[src/rtl/shift_seq_ctrl.sv]
// shift_seq_ctrl: iterative shifter for the execute stage.
// A request (SLL/SRL/SRA) is taken in IDLE. The operand then moves at most
// STEP bits per clock in SHIFT. The result is offered in DONE until it is consumed.
//
// Handshake rule for both ports: a transfer happens on a rising clk edge where
// valid && ready are both high. A producer holds valid and its payload steady
// until that edge. in_ready is decoded from the state register, rst and flush
// only. out_valid/out_result come from registers only.
module shift_seq_ctrl #(
    parameter int XLEN = 64,
    parameter int STEP = 8,
    parameter int SHW  = $clog2(XLEN)
) (
    input  logic            clk,
    input  logic            rst,
    input  logic            in_valid,
    output logic            in_ready,
    input  logic [1:0]      in_op,
    input  logic [XLEN-1:0] in_a,
    input  logic [SHW-1:0]  in_shamt,
    input  logic            flush,
    output logic            out_valid,
    input  logic            out_ready,
    output logic [XLEN-1:0] out_result,
    output logic            busy,
    output logic [1:0]      dbg_state
);

    typedef enum logic [1:0] {
        S_IDLE  = 2'd0,
        S_SHIFT = 2'd1,
        S_DONE  = 2'd2
    } state_t;

    // One bit wider than the shift amount so STEP == XLEN is still representable.
    localparam logic [SHW:0] STEP_W = (SHW+1)'(STEP);

    state_t          r_state;
    state_t          w_next_state;
    logic [XLEN-1:0] r_acc;
    logic [SHW-1:0]  r_rem;
    logic [1:0]      r_op;
    logic [SHW:0]    w_step;
    logic [SHW-1:0]  w_rem_next;
    logic [XLEN-1:0] w_acc_shifted;
    logic            w_accept;

    assign in_ready   = (r_state == S_IDLE) && !rst && !flush;
    assign w_accept   = in_valid && in_ready;
    assign out_valid  = (r_state == S_DONE);
    assign out_result = out_valid ? r_acc : '0;
    assign busy       = (r_state != S_IDLE);
    assign dbg_state  = r_state;

    // Per-cycle step: min(rem, STEP), then the narrow shift of the accumulator.
    always_comb begin
        w_step        = ({1'b0, r_rem} < STEP_W) ? {1'b0, r_rem} : STEP_W;
        w_rem_next    = r_rem - w_step[SHW-1:0];
        w_acc_shifted = r_acc >> w_step;
        case (r_op)
            2'b00:   w_acc_shifted = r_acc << w_step;
            2'b11:   w_acc_shifted = XLEN'($signed(r_acc) >>> w_step);
            default: w_acc_shifted = r_acc >> w_step;
        endcase
    end

    // Next-state decode; flush overrides every other transition.
    always_comb begin
        w_next_state = r_state;
        case (r_state)
            S_IDLE:  if (w_accept) w_next_state = S_SHIFT;
            S_SHIFT: if (w_rem_next == '0) w_next_state = S_DONE;
            S_DONE:  if (out_ready) w_next_state = S_IDLE;
            default: w_next_state = S_IDLE;
        endcase
        if (flush) w_next_state = S_IDLE;
    end

    // State register; rst takes priority over everything.
    always_ff @(posedge clk) begin
        if (rst) r_state <= S_IDLE;
        else     r_state <= w_next_state;
    end

    // Datapath: capture on accept, step in SHIFT, hold in DONE, clear on abort.
    always_ff @(posedge clk) begin
        if (rst || flush) begin
            r_acc <= '0;
            r_rem <= '0;
            r_op  <= '0;
        end else if (r_state == S_IDLE) begin
            if (w_accept) begin
                r_acc <= in_a;
                r_rem <= in_shamt;
                r_op  <= in_op;
            end
        end else if (r_state == S_SHIFT) begin
            r_acc <= w_acc_shifted;
            r_rem <= w_rem_next;
        end
    end

endmodule

[config.mk]
export PLATFORM = sky130hd
export DESIGN_NAME = shift_seq_ctrl
export DESIGN_NICKNAME = d
export VERILOG_FILES = /design/src/rtl/shift_seq_ctrl.sv
export SDC_FILE = /design/constraint.sdc
export NUM_CORES = 1
export LEC_CHECK = 0
export ABC_CLOCK_PERIOD_IN_PS = 2800
export CORE_MARGIN = 5
export CORE_UTILIZATION = 35
export DETAILED_ROUTE_END_ITERATION = 8
export DONT_BUFFER_PORTS = 1
export PLACE_DENSITY = 0.47
export SLEW_MARGIN = 20
export SYNTH_ARGS = -nofsm -noshare
export SYNTH_HDL_FRONTEND = slang
export SYNTH_SLANG_ARGS = --single-unit
[constraint.sdc]
create_clock -name clk -period 2.8 [get_ports clk]
set_clock_uncertainty 0.15 [all_clocks]
set_input_delay 0.7 -clock clk [delete_from_list [all_inputs] [get_ports clk]]
set_output_delay 0.7 -clock clk [all_outputs]
set_load 0.1 [all_outputs]
==> metrics.txt, run 1 <==
sequential share of the synthesized area=0.1344; count of max-cap constraint violations=0; TritonCTS buffer count=9; area overhead of the layout relative to synthesis=30.36%; Overall Power=4.617 mW; Post-Layout Cell Count=2140; Most used DFF post-synth=sky130_fd_sc_hd__dfxtp_1; post-synthesis cell count=1674; startpoint of the most critical register-to-register path=r_rem[5]; crit path setup slack, layout=0.04477 ns; antenna violations before repair=2; Cell variety after synth=75; nets in the synthesized netlist=1753; CTS H-tree lvls=3; proportion of synthesized flip-flops having asynchronous set or reset=0; GR met1 Demand/Resource=0.4982; Vias/cell=7.025; Register-to-Register Setup Slack=0.04 ns; Fmax=0.3629 GHz; leakage power figure=5.406 nW; core area=31310 um2; number of cells on the worst hold path=1; area fraction in and, or, nand and nor cells after synthesis=0.2624; CTS sink count=74; total half-perimeter wirelength after legalization and detailed placement=48780 um; number of top-level pins=146; post-synthesis xor/xnor area fraction=0; antenna-violating nets left=0; iteration-0 DRC count of the detailed router=2152; arrival time worst endpoint=2.88 ns; Slew HR=0.4972; Layout fillers=3228; outcome=complete, no violations; clock tree from TritonCTS=done; Worst-path clk slew=0.07 ns; post-route clock period utilization=0.9840; Die Footprint=35140 um2; first-pass GRT wire length=100200 um; proportion of layout cells with a drive suffix above 1=0.2160; Synth Area in Adders=0.002271; routability congestion estimate=1.017; number of synthesized flops with an enable pin=0; Bufs on Longest Clock Path=2; highest-utilization routing layer at the global route stage=met2; critical path startpoint category=register; GRT Overall Usage=0.3720; Via Count=15034; final hold violations=0; largest net degree at the start of global routing=60; routing usage on met2=0.5540; Worst Max-Slew Pin Slew=0.7532 ns; Worst Hold Endpoint=r_acc[63]; PortBufs=0; worst setup timing slack at the placement stage=0.0008948 ns; clock insertion delay at the later pin of the skew report=0.37 ns; leading cell type in the layout, fill and taps excluded=sky130_fd_sc_hd__nand2_1; final setup violation count=0; height of the chip=187.4 um; area occupied by registers=1500 um2; number of iterations in the first detailed-routing pass=6; depth of the worst register-to-register path=7; Post-CTS Hold Buffers=0; final cell utilization of the core=0.4588; grt total ovfl=0; die width=187.4 um; crit path max fanout=42; post-detailed-route DRC marker count=0; peak supply drop=0.0003181 V; top library cells by usage in the layout, fill and taps aside=sky130_fd_sc_hd__nand2_1, sky130_fd_sc_hd__buf_4, sky130_fd_sc_hd__nor2_1, sky130_fd_sc_hd__mux2i_1, sky130_fd_sc_hd__a21oi_1; WS Path Type=register to register; total count of max-transition violations in the final report=0; effective utilization at floorplan=0.3520; Post-Synthesis Cell Area=11020 um2; Post-Syn Area per Cell=6.583 um2; final routed wire length divided by cell count=32.11 um; cell count after placement=2112; Total Routed Length=68710 um; flip-flop and latch count after synthesis=74; Worst Hold Margin=0.3155 ns; vias in the first global route=14494; source of the worst hold timing path=in_a[63]; minimum period implied by the final worst setup slack=2.755 ns; cells taking the most area after synthesis=sky130_fd_sc_hd__dfxtp_1, sky130_fd_sc_hd__mux2i_1, sky130_fd_sc_hd__nand2_1; critical path required time=2.92 ns; Crit Reg-Reg Endpoint=r_acc[23]; largest area contributor in the synthesized netlist=sky130_fd_sc_hd__dfxtp_1; global routing met3 resource utilization=0.08772; share of synthesized area spent on multiplexers=0.1444; proportion of netlist area held by the largest area contributor=0.1344; Synth Warn #=0; main combinational cell family by area after synthesis=compound AO/OA/AOI/OAI gates; root buffer cell=sky130_fd_sc_hd__clkbuf_16; power per cell area=321.4 nW/um2; share of the synthesized area in compound gates (AO/OA/AOI/OAI)=0.3682; multi-input logic area=8771 um2; # nets final=1810; type of destination of the critical path=register; row count=65; worst min-delay path class=input port to register
==> stage by stage <==
stage | area (um2) | TNS [ns]
after floorplan | 11120 | -0.1047
after global placement | 13870 | -0.09873
after detailed placement | 13870 | 0
after CTS | 14210 | 0
after global routing | 14370 | -0.006584
final | 14370 | 0
==> cell usage after synthesis, types with 17 or more instances <==
| library cell | count |
|---|---|
| sky130_fd_sc_hd__a211oi_1 | 37 |
| sky130_fd_sc_hd__a2bb2oi_1 | 17 |
| sky130_fd_sc_hd__nor2_1 | 137 |
| sky130_fd_sc_hd__o22ai_1 | 30 |
| sky130_fd_sc_hd__a22oi_1 | 22 |
| sky130_fd_sc_hd__a21oi_1 | 118 |
| sky130_fd_sc_hd__clkbuf_1 | 151 |
| sky130_fd_sc_hd__a31oi_1 | 42 |
| sky130_fd_sc_hd__nand3_1 | 52 |
| sky130_fd_sc_hd__and3_1 | 72 |
| sky130_fd_sc_hd__a221oi_1 | 26 |
| sky130_fd_sc_hd__dfxtp_1 | 74 |
| sky130_fd_sc_hd__mux2i_1 | 125 |
| sky130_fd_sc_hd__buf_1 | 22 |
| sky130_fd_sc_hd__o211ai_1 | 41 |
| sky130_fd_sc_hd__or3_1 | 22 |
| sky130_fd_sc_hd__o221ai_1 | 27 |
| sky130_fd_sc_hd__mux2_2 | 25 |
| sky130_fd_sc_hd__o21ai_0 | 112 |
| sky130_fd_sc_hd__nor3_1 | 31 |
| sky130_fd_sc_hd__nand2_1 | 225 |
| sky130_fd_sc_hd__buf_2 | 46 |
==> what timing repair did <==
action                                  4_1_cts  5_1_grt
endpoints found under the setup margin        2       17
gates resized for setup                       2       15
buffers inserted                              0       10
==> critical path, stage by stage (launching register included) <==
cell and delay (ns):
sky130_fd_sc_hd__dfxtp_1 0.40, sky130_fd_sc_hd__or4b_4 0.67, sky130_fd_sc_hd__buf_12 0.23, sky130_fd_sc_hd__mux2i_2 0.23, sky130_fd_sc_hd__mux2i_2 0.35, sky130_fd_sc_hd__a22oi_1 0.11
sky130_fd_sc_hd__and4_1 0.22, sky130_fd_sc_hd__a221oi_1 0.26
==> routing by layer <==
layer  part of all wire  vias to the layer above
li1                   -                     6441
met1               0.41                     7190
met2               0.43                     1141
met3               0.11                      262
met4              0.058                        0
met5                  0                        -
==> area by class of cell <==
cell class              instances  share of cell area
well taps                     402             0.03501
inverters                      13            0.003571
clock inverters                 7            0.007490
multi-input cells            1364              0.6105
repair buffers                269              0.2230
flip-flops and latches         74              0.1044
diodes                          2           0.0003484
clock buffers                   9             0.01568
==> worst max-delay path by stage <==
stage / from / end / slack (ns) / cells after the start
4_1_cts: r_rem[3] / r_acc[61] / 0.03 / 6
6_report: r_rem[5] / r_acc[23] / 0.04 / 7
5_1_grt: r_rem[5] / r_acc[20] / -0.007 / 9
3_5_place_dp: r_rem[3] / r_acc[44] / 0.0009 / 8
2_1_floorplan: dbg_state[0] / in_ready / -0.10 / 5
3_3_place_gp: r_rem[3] / r_acc[44] / -0.06 / 8
==> kinds of logic after synthesis <==
logic type,Yosys count
compound gates,594
buf+inv,236
mux,153
simple gates,615
fa+ha+maj,2
flops,74
==> report_power, final <==
| group | internal, mW | switching, mW |
|---|---|---|
| sequential | 1.10 | 0.171 |
| clock | 0.864 | 0.597 |
| combinational | 0.670 | 1.22 |
==> registers in the layout, indices dropped and copies added (netlist names) <==
| name | count |
|---|---|
| r_op | 2 |
| r_acc | 64 |
| r_rem | 6 |
| dbg_state | 2 |
(Power assumes the default switching activity.)
==> inputs of run 2 (changes only) <==
CORE_ASPECT_RATIO = 1.1   (was default)
==> run 2 against run 1 <==
Register-to-register slack about the same. Via count about the same. Die area about the same. Critical path depth decreased by 3. Sequential power about the same. Worst hold slack got worse by 0.0084 ns. Cell area decreased by 0.87%. Maximum frequency decreased by 0.14%. First-iteration DRC count decreased by 2.7%. Combinational power about the same. Clock-buffer cell count unchanged.
==> metrics.txt, run 2 (synthesized netlist as in run 1, its figures left out) <==
outcome=complete, no violations; number of top-level pins=146 (unchanged); critical path required time=1.95 ns (-0.97 ns); antenna-violating nets left=0 (unchanged); first-pass GRT wire length=101000 um (+0.81%); largest net degree at the start of global routing=64 (+6.7%); clock tree from TritonCTS=done; unrepaired setup endpoints after global routing=no; multi-input logic area=8777 um2 (about the same); core area=31220 um2 (-0.28%); crit path max fanout=19 (-55%); root buffer cell=sky130_fd_sc_hd__clkbuf_16; leakage power figure=5.347 nW (-1.1%); Total Routed Length=69780 um (+1.6%); number of cells on the worst hold path=2 (+1); TritonCTS buffer count=9 (unchanged); clock insertion delay at the later pin of the skew report=0.38 ns (about the same); worst min-delay path class=input port to register; final setup violation count=0 (unchanged); area occupied by registers=1501 um2 (about the same); cell area after layout=14240 um2 (-0.87%); post-route clock period utilization=0.9854 (+0.001421); WS Path Type=register to primary output; total count of max-transition violations in the final report=0 (unchanged); max FFs per register=64 (unchanged); post-detailed-route DRC marker count=0 (unchanged); Register-to-Register Setup Slack=0.04 ns (about the same); minimum period implied by the final worst setup slack=2.759 ns (+0.003979 ns); depth of the worst register-to-register path=7 (unchanged); die width=179.2 um (-4.4%); top library cells by usage in the layout, fill and taps aside=sky130_fd_sc_hd__nand2_1, sky130_fd_sc_hd__buf_4, sky130_fd_sc_hd__nor2_1, sky130_fd_sc_hd__mux2i_1, sky130_fd_sc_hd__a21oi_1; Vias/cell=6.986 (-0.56%); cell area reported after detailed placement=13820 um2 (-0.38%); routability congestion estimate=1.029 (+1.2%); final routed wire length divided by cell count=32.41 um (+0.94%); crit path setup slack, layout=0.04079 ns (-0.003979 ns); number of iterations in the first detailed-routing pass=8 (+2); power per cell area=320.2 nW/um2 (-0.39%); peak supply drop=0.0002578 V (-19%); type of destination of the critical path=primary output; row count=68 (+4.6%); Bufs on Longest Clock Path=2 (unchanged); worst setup timing slack at the placement stage=-0.05266 ns (-0.05356 ns); register bank with the most flops=r_acc; grt total ovfl=0 (unchanged); height of the chip=196.1 um (+4.6%); Slew HR=0.4551 (-0.04210); proportion of layout cells with a drive suffix above 1=0.2149 (-0.001109); CTS H-tree lvls=3 (unchanged); Via Count=15041 (+0.047%); Fmax=0.3624 GHz (-0.14%); arrival time worst endpoint=1.91 ns (-0.97 ns); PortBufs=0 (unchanged); count of max-cap constraint violations=0 (unchanged); area overhead of the layout relative to synthesis=29.22%; critical path startpoint category=register; GRT Overall Usage=0.3833 (+0.01126); total half-perimeter wirelength after legalization and detailed placement=49790 um (+2.1%); vias in the first global route=14115 (-2.6%); Worst Max-Slew Pin Slew=0.8163 ns (+0.06306 ns); antenna violations before repair=2 (unchanged); # nets final=1805 (-0.28%); Die Footprint=35140 um2 (about the same); final hold violations=0 (unchanged); iteration-0 DRC count of the detailed router=2093 (-2.7%); CTS sink count=74 (unchanged); Layout fillers=3272 (+1.4%); leading cell type in the layout, fill and taps excluded=sky130_fd_sc_hd__nand2_1; Worst-path clk slew=0.07 ns (about the same); largest registers ranked by flip-flop count=r_acc (64), r_rem (6); Overall Power=4.559 mW (-1.3%); effective utilization at floorplan=0.3529 (+0.0009731)
==> run 2: cell types whose count changed in the layout (fill, tap and decap cells not counted), sizes merged <==
cell / before / now
buf: 269 / 263
clkinv: 6 / 4
clkinvlp: 0 / 2
bufinv: 3 / 2
inv: 11 / 12
or4b: 3 / 4
==> run 2: worst paths after layout <==
kind	start	endpoint
min reg2reg	r_op[1]	r_op[1]
max reg2reg	r_rem[5]	r_acc[55]
max	dbg_state[1]	out_result[35]
min	in_op[0]	r_op[0]
==> run 2: worst max-delay path, stage by stage (launching register included) <==
cell and delay [ns]:
sky130_fd_sc_hd__dfxtp_4 0.50, sky130_fd_sc_hd__clkinv_1 0.30, sky130_fd_sc_hd__buf_4 0.30, sky130_fd_sc_hd__nor3_4 0.23
sky130_fd_sc_hd__buf_12 0.20
==> run 2: where the power goes <==
part / switching, mW / internal (mW)
sequential: 0.177 / 1.10
combinational: 1.22 / 0.657
clock: 0.627 / 0.783
total: 2.02 / 2.54
==> run 2: final cells by class <==
cell class,instances,area share
Antenna cell,2,0.0003514
Clock buffer,9,0.01581
Clock inverter,7,0.006501
Inverter,13,0.003602
Multi-Input combinational cell,1365,0.6163
Sequential cell,74,0.1054
Tap cell,420,0.03690
Timing Repair Buffer,263,0.2151
==> run 2: metrics by stage <==
stage | hold slack, ns | instances | util | TNS, ns
after floorplan | 0.3030 | 1674 | - | -0.1047
after detailed placement | 0.3231 | 2129 | 0.4426 | -0.1459
final | 0.3072 | 2153 | 0.4561 | 0
after global routing | 0.3237 | 2152 | 0.4560 | 0
after global placement | 0.3194 | 2129 | 0.4426 | -0.03187
after CTS | 0.3067 | 2145 | 0.4532 | -0.04719
==> run 2: per-layer routing <==
layer / routed length, um / up-vias / global-route usage
met1: 28240 / 7223 / 0.5347
met3: 7542 / 229 / 0.07092
li1: - / 6437 / -
met5: 12 / - / 0
met4: 3697 / 2 / 0.1755
met2: 30280 / 1150 / 0.5703
==> run 2: repair_timing <==
item                       CTS  global route
buffers inserted             0             5
pin swaps                    0             2
cloned                       0             1
hold buffers                 0             0
setup endpoints to repair    5            20
resized for setup            3            10
